## src/rtl/input_debouncer.sv

```systemverilog
// input_debouncer: per-channel synchroniser, stable-count debouncer and
// one-cycle rise/fall pulse generator for asynchronous board inputs.
// Optional sticky event register with masked acknowledge and interrupt,
// enabled by defining INPUT_DEBOUNCER_EVENT_LATCH_EN.
module input_debouncer #(
    parameter int unsigned      WIDTH           = 16,
    parameter int unsigned      SYNC_STAGES     = 2,
    parameter int unsigned      DEBOUNCE_CYCLES = 1000000,
    parameter logic [WIDTH-1:0] RESET_VALUE     = '0
) (
    input  logic             clk_i,
    input  logic             reset_i,
    input  logic [WIDTH-1:0] async_i,
    output logic [WIDTH-1:0] value_o,
    output logic [WIDTH-1:0] rise_o,
    output logic [WIDTH-1:0] fall_o,
    input  logic             ack_i,
    input  logic [WIDTH-1:0] ack_mask_i,
    output logic [WIDTH-1:0] event_pending_o,
    output logic             irq_o
);

    localparam int unsigned CNT_W = $clog2(DEBOUNCE_CYCLES);
    localparam logic [CNT_W-1:0] CNT_MAX = CNT_W'(DEBOUNCE_CYCLES - 1);

    logic [WIDTH-1:0] sync_q [SYNC_STAGES];
    logic [WIDTH-1:0] samp_q;
    logic [WIDTH-1:0] value_q;
    logic [WIDTH-1:0] value_d;
    logic [WIDTH-1:0] rise_q;
    logic [WIDTH-1:0] rise_d;
    logic [WIDTH-1:0] fall_q;
    logic [WIDTH-1:0] fall_d;
    logic [CNT_W-1:0] cnt_q [WIDTH];
    logic [CNT_W-1:0] cnt_d [WIDTH];

    // Synchroniser chain plus a sample register of the last stage; the
    // debouncer compares against the sample, giving an acceptance latency of
    // SYNC_STAGES + DEBOUNCE_CYCLES edges from first capture.
    always_ff @(posedge clk_i or posedge reset_i) begin
        if (reset_i) begin
            for (int i = 0; i < int'(SYNC_STAGES); i++) begin
                sync_q[i] <= RESET_VALUE;
            end
            samp_q <= RESET_VALUE;
        end else begin
            sync_q[0] <= async_i;
            for (int i = 1; i < int'(SYNC_STAGES); i++) begin
                sync_q[i] <= sync_q[i-1];
            end
            samp_q <= sync_q[SYNC_STAGES-1];
        end
    end

    // Per-channel stable-count decision: restart on agreement, accept on the
    // last count of the window, otherwise keep counting.
    always_comb begin
        value_d = value_q;
        rise_d  = '0;
        fall_d  = '0;
        for (int n = 0; n < int'(WIDTH); n++) begin
            cnt_d[n] = cnt_q[n];
            if (samp_q[n] == value_q[n]) begin
                cnt_d[n] = '0;
            end else if (cnt_q[n] == CNT_MAX) begin
                value_d[n] = samp_q[n];
                cnt_d[n]   = '0;
                rise_d[n]  = samp_q[n];
                fall_d[n]  = ~samp_q[n];
            end else begin
                cnt_d[n] = cnt_q[n] + CNT_W'(1);
            end
        end
    end

    // Debounce state and registered level/pulse outputs.
    always_ff @(posedge clk_i or posedge reset_i) begin
        if (reset_i) begin
            value_q <= RESET_VALUE;
            rise_q  <= '0;
            fall_q  <= '0;
            for (int n = 0; n < int'(WIDTH); n++) begin
                cnt_q[n] <= '0;
            end
        end else begin
            value_q <= value_d;
            rise_q  <= rise_d;
            fall_q  <= fall_d;
            for (int n = 0; n < int'(WIDTH); n++) begin
                cnt_q[n] <= cnt_d[n];
            end
        end
    end

    assign value_o = value_q;
    assign rise_o  = rise_q;
    assign fall_o  = fall_q;

`ifdef INPUT_DEBOUNCER_EVENT_LATCH_EN
    logic [WIDTH-1:0] pending_q;
    logic [WIDTH-1:0] pending_d;
    logic             irq_q;

    // Sticky flags: masked acknowledge clears, a concurrent pulse re-sets.
    always_comb begin
        pending_d = pending_q;
        if (ack_i) begin
            pending_d = pending_d & ~ack_mask_i;
        end
        pending_d = pending_d | rise_q | fall_q;
    end

    // Event flags and interrupt, the interrupt lagging the flags by a cycle.
    always_ff @(posedge clk_i or posedge reset_i) begin
        if (reset_i) begin
            pending_q <= '0;
            irq_q     <= 1'b0;
        end else begin
            pending_q <= pending_d;
            irq_q     <= |pending_q;
        end
    end

    assign event_pending_o = pending_q;
    assign irq_o           = irq_q;
`else
    logic unused_ack;

    // Event register absent: outputs tied low, acknowledge inputs ignored.
    assign unused_ack      = ^{ack_i, ack_mask_i};
    assign event_pending_o = '0;
    assign irq_o           = 1'b0;
`endif

endmodule

```

## config.mk

```make
export PLATFORM = sky130hd
export DESIGN_NAME = input_debouncer
export DESIGN_NICKNAME = d
export VERILOG_FILES = /design/src/rtl/input_debouncer.sv
export SDC_FILE = /design/constraint.sdc
export NUM_CORES = 1
export LEC_CHECK = 0
export BUFFER_PORTS_ARGS = -buffer_cell sky130_fd_sc_hd__buf_2
export CORE_MARGIN = 4
export CORE_UTILIZATION = 60
export DETAILED_ROUTE_END_ITERATION = 8
export PLACE_DENSITY = 0.77
export SLEW_MARGIN = 20
export SYNTH_ARGS = -nofsm -noshare
export SYNTH_HDL_FRONTEND = slang
export SYNTH_SLANG_ARGS = --single-unit
```

## constraint.sdc

```tcl
create_clock -name clk_i -period 26.6 [get_ports clk_i]
set_input_delay 1.33 -clock clk_i [delete_from_list [all_inputs] [get_ports clk_i]]
set_output_delay 1.33 -clock clk_i [all_outputs]
set_load 0.02 [all_outputs]
```

# After elaboration in Yosys (flattened, before gate mapping)
# Index checks and enable logic that the tools add are counted.
[word_totals]
register_bits = 416
input_bits = 35
output_inout_bits = 65
wordCells = 229
[classes]
n_addsub = 16
n_eq_ne = 32
mux = 96
bitwise = 32
n_reduce_logical = 16
[ops]
columns = ["cell", "count"]
rows = [
  ["$mux W20", 32],
  ["$add A20 B1 Y20 const B", 16],
  ["$eq A20 B20 Y1 const B", 16],
  ["$mux W1", 64],
  ["$not A1 Y1", 32],
  ["$reduce_and A2 Y1", 16],
  ["$eq A1 B1 Y1", 16],
]

# Longest topological paths before layout
[logic_depth]
word_depth = 3
mapped_depth = 6
mapped_depth_nobuf = 5

# Worst setup path before layout
# No wires, ideal clock.
[synth_path]
path_kind = "register -> register"
from = "reg cnt_q[232] in the netlist's numbering"
to = "reg value_q[4], in the netlist value_o[4]"
setup_ps = 125
arrival_ps = 2083
t_required_ps = 26475
setup_slack_ps = 24392
path_stages_with_launch = 5
n_path_buf = 0
synth_period_minus_slack_ps = 2208
path_cell_list = "dfrtp_1 -> or4_1 -> or4_4 -> or3_4 -> mux2_4"
[synth_via]
elab_chain_len = 2
[synth_rtl]
columns = ["element", "line", "source"]
rows = [
  ["start, declared", "34", "logic [CNT_W-1:0] cnt_q [WIDTH];"],
  ["start signal, assigned by index", "90", "cnt_q[n] <= cnt_d[n];"],
  ["$eq A20 B20 Y1", "65", "end else if (cnt_q[n] == CNT_MAX) begin"],
  ["$reduce_and A2 Y1 (no line)", "--", ""],
  ["end signal, assigned", "86", "value_q <= value_d;"],
  ["end, declared", "28", "logic [WIDTH-1:0] value_q;"],
]
# No other way between the ends.
# A chain may end at the register's enable or synchronous reset.

==> flow_metrics.tcl <==
set metrics [dict create \
    cts_tree "built" \
    die_h_um 187 \
    rsz0062_at_grt "false" \
    cp_cell_sequence "buf_2 -> inv_8 -> buf_4" \
    drive_gt1_share_pct 10.6 \
    slowest_stage "buf_4" \
    dominantRegCellSynth "dfrtp_1" \
    grt_pass1_vias 13800 \
    critPathRequiredTime_ps 27120 \
    finalSetupViolCount 0 \
    port_buffers 65 \
    grt_pass1_wl_mm 62.3 \
    ys_ff_latch 416 \
    ir_worst_vdd_mv 0.0513 \
    multi_input_area_sq_mm 0.00829 \
    rows 65 \
    crit_arrival_ps 3010 \
    cts_setup_buffers 0 \
    drc 0 \
    synth_edf_count 0 \
    overflow 0 \
    async_reset_ff_share_pct 100 \
    finClkSkew_ps 16.9 \
    finalHoldViolations 0 \
    hold_class "reg2reg" \
    htreeDepth 2 \
    start_util_pct 60.8 \
    antenna_found_initial 0 \
    area_delta_synth_final_pct 11.3 \
    ant_nets 0 \
    wirelength_mm 35.1 \
    worstSetupStartpointType "primary input" \
    seqCellArea_sq_mm 0.0104 \
    cts.sinks 416 \
    die-area_sq_mm 0.0348 \
    fp.dieW_um 187 \
    critPathCaptureType "asynchronous set/reset pin" \
    core_area_sq_mm 0.0315 \
    finalSetupTns_ps 0 \
    clk_latency_ps 530 \
    netlist.area_leader.share_pct 54.4 \
    max_slew.worst_pin.slew_ps 951 \
    fillCellCount 2422 \
    period_minus_slack_ps 2500 \
    synth_cells 1872 \
    slew_headroom_pct 36.6 \
    ys_seq_area_share_pct 54.4 \
    max-cap-violations 0 \
    dr.pass1.iters 7 \
    p_per_area_mw_per_mm2 61.0 \
    routabilityCongestion 0.828 \
    status "finished, final reports clean" \
    gr-usage-all-layers_pct 20.1 \
    ys_types 46 \
    path_class "in2async" \
    max_clock_freq_ghz 0.400 \
    nets 1998 \
    syn_area_per_cell_sq_um 10.2 \
    ctsHoldBuffers 0 \
    dp_hpwl_mm 22.9 \
    antenna_cells 0 \
    ys_warn_count 0 \
    report.final.slew_viol_count 0 \
    grt_max_degree 129 \
    final_cell_mix "dfrtp_1 (416), nor2_1 (215), nand3_1 (126), xnor2_1 (114), a21oi_1 (111)" \
    final_common_cell "dfrtp_1" \
    cts_made_buffers 43 \
    yosysTopAreaCell "dfrtp_1" \
    routed_via_density 5.82 \
    synth_area_leaders "dfrtp_1 (54%), xnor2_1 (5.2%), nor2_1 (4.2%), xor2_1 (3.6%), nand3_1 (3.3%)" \
    route.vias.total 13900 \
    clock_path_buffers 3 \
    cts_root_buffer "clkbuf_16" \
    synth_area_sq_mm 0.0191 \
    period_share_pct 9.41 \
    cts.repair.resized 0 \
    wl_per_cell_um 14.8 \
    io_pins 100 \
    leakage_nw 8.71 \
    cp_slowest_stage_delay_ps 870 \
    detail_route.iter0.violations 801 \
    cts.clk_slew.worst_paths_ps 60 \
    final_core_util_pct 67.7 \
    crit_fanout 128 \
]
[per-stage QoR]
| stage | area [sq um] | hold slack (ps) | worst slack, ps | power, mW | instances |
|---|---|---|---|---|---|
| after floorplan | 19200 | 331 | 13690 | 0.691 | 1888 |
| after global placement | 19800 | 332 | 23490 | 0.700 | 2304 |
| after detailed placement | 19800 | 335 | 23440 | 0.702 | 2304 |
| after CTS | 21300 | 346 | 24000 | 1.32 | 2381 |
| after global routing | 21300 | 352 | 23760 | 1.35 | 2381 |
| final | 21300 | 342 | 24100 | 1.30 | 2381 |
[final timing paths]
check / slack, ps / start / end / cells after the start
max: 24100 / reset_i / cnt_q[34] / 3
min: 340 / sync_q[20] / sync_q[4] / 0
max reg2reg: 24220 / cnt_q[232] / cnt_q[228] / 4
min reg2reg: 340 / sync_q[20] / sync_q[4] / 0
max in group clk_i: 24100 / value_o[15] / value_o[15] / 1
min in group asynchronous: 980 / reset_i / fall_o[8] / 2
[critical path, delay by kind of cell]
| family | cells | cell delay (ps) |
|---|---|---|
| buf+inv | 3 | 1570 |
[cells in the mapped netlist, types with 44 or more instances]
cell	number
dfrtp_1	416
nor2_1	215
nand3_1	126
xnor2_1	114
a21oi_1	111
nand2_1	110
or3_1	83
xor2_1	79
o21ai_0	66
or4_1	64
nand4_1	53
inv_1	51
clkbuf_1	44
[flip-flops by register name, summed over array words and instances (netlist names)]
signal,flops
cnt_q,320
sync_q,32
fall_o,16
rise_o,16
samp_q,16
value_o,16
[cells by family (layout without fill, tap and decap cells)]
group | Yosys count | after routing | share of synthesized area, %
compound gates | 237 | 237 | 7.41
simple gates | 875 | 875 | 24.6
xor+xnor | 193 | 193 | 8.83
buf+inv | 117 | 208 | 2.67
mux | 17 | 17 | 1.01
flops | 416 | 416 | 54.4
fa+ha+maj | 16 | 16 | 1.05
other cells | 1 | 17 | 0.0196
[final cells by class]
cell class | instances | share of cell area (%)
flip-flops and latches | 416 | 48.9
well taps | 402 | 2.36
inverters | 51 | 0.934
multi-input cells | 1355 | 38.9
clock inverters | 21 | 1.03
clock buffers | 56 | 5.81
repair buffers | 80 | 2.06
[power breakdown]
group          leakage [nW]  internal, mW  total (mW)  switching [mW]
Combinational          2.33       0.00996      0.0375          0.0276
Sequential             5.66         0.642       0.652         0.00919
Clock                 0.722         0.367       0.609           0.242
[per-layer routing]
metal / global-route usage [%] / vias up / wire [um]
li1: - / 6822 / -
met1: 27.4 / 6782 / 16300
met2: 34.1 / 189 / 17100
met3: 3.01 / 65 / 1120
met4: 5.32 / 0 / 634
met5: 0 / - / 0
(Power assumes the default switching activity.)
